$ cat src/rtl/nibble_serial_adder.sv
// Multi-cycle WIDTH-bit adder built around a 4-bit step: one nibble per clock, LSB first,
// with valid/ready handshakes on both the operand and the result side.
module nibble_serial_adder #(
    parameter int unsigned WIDTH = 16
) (
    input  logic             clk,
    input  logic             rst,
    input  logic             in_valid,
    output logic             in_ready,
    input  logic [WIDTH-1:0] a,
    input  logic [WIDTH-1:0] b,
    input  logic             cin,
    output logic             out_valid,
    input  logic             out_ready,
    output logic [WIDTH-1:0] sum,
    output logic             cout,
    output logic             busy
);

    localparam int unsigned NIB   = WIDTH / 4;
    localparam int unsigned IDX_W = (NIB > 1) ? $clog2(NIB) : 1;

    typedef enum logic [1:0] {
        S_IDLE = 2'd0,
        S_RUN  = 2'd1,
        S_DONE = 2'd2
    } state_t;

    state_t             r_state;
    logic [IDX_W-1:0]   r_idx;
    logic [WIDTH-1:0]   r_opa;
    logic [WIDTH-1:0]   r_opb;
    logic [WIDTH-1:0]   r_work;
    logic               r_carry;
    logic [WIDTH-1:0]   r_sum;
    logic               r_cout;
    logic               r_out_valid;

    logic [IDX_W+1:0]   w_shamt;
    logic [3:0]         w_nib_a;
    logic [3:0]         w_nib_b;
    logic [4:0]         w_step;
    logic [WIDTH-1:0]   w_work_next;
    logic               w_last;

    // Select the current nibble pair and merge this step's sum nibble into the work word
    assign w_shamt     = {r_idx, 2'b00};
    assign w_nib_a     = 4'(r_opa >> w_shamt);
    assign w_nib_b     = 4'(r_opb >> w_shamt);
    assign w_step      = 5'(w_nib_a) + 5'(w_nib_b) + 5'(r_carry);
    assign w_work_next = (r_work & ~(WIDTH'(4'hF) << w_shamt))
                       | (WIDTH'(w_step[3:0]) << w_shamt);
    assign w_last      = (r_idx == IDX_W'(NIB - 1));

    assign in_ready  = (r_state == S_IDLE) & ~rst;
    assign busy      = (r_state != S_IDLE);
    assign out_valid = r_out_valid;
    assign sum       = r_sum;
    assign cout      = r_cout;

    always_ff @(posedge clk) begin
        if (rst) begin
            r_state     <= S_IDLE;
            r_idx       <= '0;
            r_opa       <= '0;
            r_opb       <= '0;
            r_work      <= '0;
            r_carry     <= 1'b0;
            r_sum       <= '0;
            r_cout      <= 1'b0;
            r_out_valid <= 1'b0;
        end else begin
            case (r_state)
                S_IDLE: begin
                    if (in_valid) begin
                        r_opa   <= a;
                        r_opb   <= b;
                        r_carry <= cin;
                        r_work  <= '0;
                        r_idx   <= '0;
                        r_state <= S_RUN;
                    end
                end
                S_RUN: begin
                    r_work  <= w_work_next;
                    r_carry <= w_step[4];
                    r_idx   <= r_idx + IDX_W'(1);
                    // Only the completed word is ever published on sum
                    if (w_last) begin
                        r_sum       <= w_work_next;
                        r_cout      <= w_step[4];
                        r_out_valid <= 1'b1;
                        r_state     <= S_DONE;
                    end
                end
                S_DONE: begin
                    if (out_ready) begin
                        r_out_valid <= 1'b0;
                        r_state     <= S_IDLE;
                    end
                end
                default: begin
                    r_state     <= S_IDLE;
                    r_out_valid <= 1'b0;
                end
            endcase
        end
    end

endmodule

$ cat config.mk
export PLATFORM = sky130hd
export DESIGN_NAME = nibble_serial_adder
export DESIGN_NICKNAME = d
export VERILOG_FILES = /design/src/rtl/nibble_serial_adder.sv
export SDC_FILE = /design/constraint.sdc
export NUM_CORES = 1
export LEC_CHECK = 0
export CAP_MARGIN = 20
export CORE_MARGIN = 2
export CORE_UTILIZATION = 45
export CTS_CLUSTER_DIAMETER = 150
export CTS_CLUSTER_SIZE = 14
export DETAILED_ROUTE_END_ITERATION = 8
export GPL_TIMING_DRIVEN = 0
export PLACE_DENSITY = 0.77
export REMOVE_ABC_BUFFERS = 1
export SYNTH_ARGS = -nofsm -noshare
export SYNTH_HDL_FRONTEND = slang
export SYNTH_SLANG_ARGS = --single-unit
$ cat constraint.sdc
create_clock -name clk -period 2.9 [get_ports clk]
set_input_delay 0.29 -clock clk [delete_from_list [all_inputs] [get_ports clk]]
set_output_delay 0.29 -clock clk [all_outputs]
set_load 0.02 [all_outputs]
==> metrics.md <==
| Metric | Value |
|---|---|
| CP Max Fanout | `19` |
| Final ANT Viol Nets | `0` |
| Die W | `about 87 um` |
| P&R area growth vs syn | `23.99%` |
| Hold crit path type | `primary input to flop` |
| Pwr per Cell Area | `roughly 530 nW/um^2` |
| Slew Viols, Final | `0` |
| Post-Route Skew | `just under 0.01 ns` |
| Yosys cell types | `37` |
| MaxCap Viol Count | `0` |
| IO buf count | `56` |
| Clock transition at path regs | `0.07 ns` |
| RSZ-0062 raised after global routing | `no` |
| Post-Synthesis Cells | `353` |
| Final min period | `2.762 ns` |
| Met2 wire length | `~3100 um` |
| Final Cycle Share | `0.9524` |
| Synthesized area per cell | `8.730 sq um` |
| Area post-placement | `~3600 sq um` |
| Hold buffer count at CTS | `0` |
| Initial antenna violation count | `0` |
| Die height | `~87 um` |
| Worst-margin pin slew | `1.059 ns` |
| Routed vias/inst | `5.314` |
| Largest cells by area after synthesis | `dfxtp_1 (44%), nand2_1 (11%), a21oi_1 (9.3%), mux4_2 (5.8%), ha_1 (2.8%)` |
| Seq/Total Area, Yosys | `0.4352` |
| Yosys top cell area share | `0.4352` |
| H-tree levels | `3` |
| CTS tree | `done` |
| Starting Density | `0.4587` |
| Total number of vias | `~2600` |
| # clock sinks | `67` |
| Setup Total Neg Slack | `0 ns` |
| Clk root buf | `clkbuf_8` |
| First DRT Iteration DRCs | `137` |
| Worst-skew pair later-pin latency | `0.34 ns` |
| IO Count | `57` |
| Crit path arrival time | `3.03 ns` |
| Largest net degree at the start of global routing | `37` |
| Final setup viols | `0` |
| Clock Tree Buf Depth | `2` |
| Cell row count | `30` |
| Final wirelength | `roughly 6500 um` |
| First-pass GRT wire length | `between 10000 and 15000 um` |
| Routed WL per cell | `between 10 and 15 um` |
| Final GP Congestion | `about 0.83` |
| Mapped cell area | `between 3000 and 4000 sq um` |
| TritonRoute pass-1 iters | `4` |
| Critical Path End Type | `flop` |
| CP Class | `flop to flop` |
| CTS buffer count | `9` |
| Remaining global-route overflow | `0` |
| Antenna Cells | `0` |
| Total Routing Usage GR | `0.1821` |
| CP Launch Type | `flop` |
| M1 wire length | `~2800 um` |
| Critical path data required time | `between 3 and 4 ns` |
| Met3 WL | `between 300 and 400 um` |
| Leading area contributor after synthesis | `dfxtp_1` |
| Yosys warns | `0` |
| Cell leakage power | `between 1 and 1.5 nW` |
| Top routing layer used | `met4` |
| Final instance area | `between 3000 and 4000 sq um` |
| DRC viols | `0` |
| Peak VDD IR | `about 250 uV` |
| Share of cells above drive strength 1 | `0.1122` |
| Outcome | `complete, no violations` |
| Final hold vios | `0` |
| Vias in the first global route | `2390` |
| Slew margin rel. | `0.2940` |
| DP Wirelength | `4427 um` |
| Max Fclk | `approximately 0.36 GHz` |
| Placeable Area | `about 6700 sq um` |
| Final #Nets | `443` |
| Die area | `roughly 7500 sq um` |
| FF+latch count, synth | `67` |
[metrics by stage]
| stage | power (mW) | hold slack, ns | instances | setup WS [ns] | utilization |
|---|---|---|---|---|---|
| floorplan | 1.149 | 0.3546 | 325 | -0.03262 | - |
| global placement | 1.262 | 0.4392 | 461 | -0.6200 | 0.5283 |
| detailed placement | 1.278 | 0.4465 | 463 | -0.4428 | 0.5346 |
| CTS | 2.054 | 0.4235 | 478 | 0.03047 | 0.5654 |
| global route | 2.125 | 0.4644 | 481 | 0.03027 | 0.5687 |
| finish | 2.043 | 0.4299 | 481 | 0.1381 | 0.5687 |
[cell usage after synthesis (all sizes together)]
cell type	instances
nor2	20
nand3b	1
clkbuf	5
a21oi	58
nor2b	2
nand4	3
xor2	2
and2	1
inv	11
nand2	89
o41ai	1
and3b	1
a22o	3
mux4	8
o22ai	3
o22a	6
dfxtp	67
o21ai	8
nand3	8
buf	23
ha	7
a221oi	1
a21o	3
and2b	2
a22oi	6
fa	2
nand2b	2
a211oi	6
o221ai	3
nor3	1
[area by class of cell]
class | instances | area (sq um)
clock buffer | 11 | 151.4
multi-input combinational | 247 | 1506
clock inverter | 4 | 50.05
tap | 80 | 100.1
timing repair buffer | 61 | 625.6
sequential | 67 | 1346
fill | 605 | 2898
inverter | 11 | 41.29
[per-layer routing]
metal / track usage / up-vias
li1: - / 1292
met1: 0.2272 / 1171
met2: 0.3035 / 81
met3: 0.03048 / 12
met4: 0.09233 / 0
met5: 0 / -
[kinds of logic after synthesis]
family          Yosys count  synth area share
mux                       8           0.05846
flops                    67            0.4352
compound gates           98            0.2030
fa+ha+maj                 9           0.04141
xor+xnor                  2          0.008122
simple gates            130            0.1778
buf+inv                  39           0.07593
[where the power goes]
part,internal [mW],switching [mW]
clock network,0.438,0.345
logic,0.130,0.150
registers,0.955,0.0251
total,1.52,0.520
[worst max-delay path: stages (launching register included)]
cell     delay [ns]
dfxtp_2        0.60
mux4_2         0.39
fa_1           0.45
fa_1           0.42
xor2_1         0.40
a22o_1         0.22
nand2_1        0.06
a21oi_1        0.16
[path summary, 6_finish.rpt]
check | endpoint | slack, ns | start | depth (start not counted)
max | sum[6]$_SDFFE_PP0P_ | 0.14 | r_idx[1]$_SDFFE_PP0P_ | 7
min | r_work[1]$_SDFFE_PP0P_ | 0.43 | rst | 2
max reg2reg | sum[6]$_SDFFE_PP0P_ | 0.14 | r_idx[1]$_SDFFE_PP0P_ | 7
min reg2reg | r_opb[7]$_SDFFE_PP0P_ | 0.46 | r_opb[7]$_SDFFE_PP0P_ | 2
[state kept, by name, summed over array words and instances (netlist names), 2 cells and up]
signal	count
r_opa	16
sum	16
r_work	12
r_idx	2
r_opb	16
r_state	2
[cell usage in the layout, fill, tap and decap left out, types with 2 or more instances in the layout]
master,n
and2b_1,2
buf_4,3
a21oi_1,57
clkbuf_8,11
a22oi_1,6
o21ai_0,8
inv_1,11
ha_1,7
o221ai_1,3
clkdlybuf4s50_1,55
o22a_1,6
a22o_1,3
clkinvlp_4,2
nand2_1,87
o22ai_1,3
nand2_2,2
a211oi_2,6
nand4_1,3
nor2_2,2
nor2_1,18
nand3_1,8
fa_1,2
a21o_1,3
dfxtp_1,65
nand2b_1,2
mux4_2,8
[what timing repair did]
item,CTS,global route
setup buffers,0,3
gates resized for setup,3,0
endpoints found under the setup margin,23,7
Power figures use the tool's default switching activity.
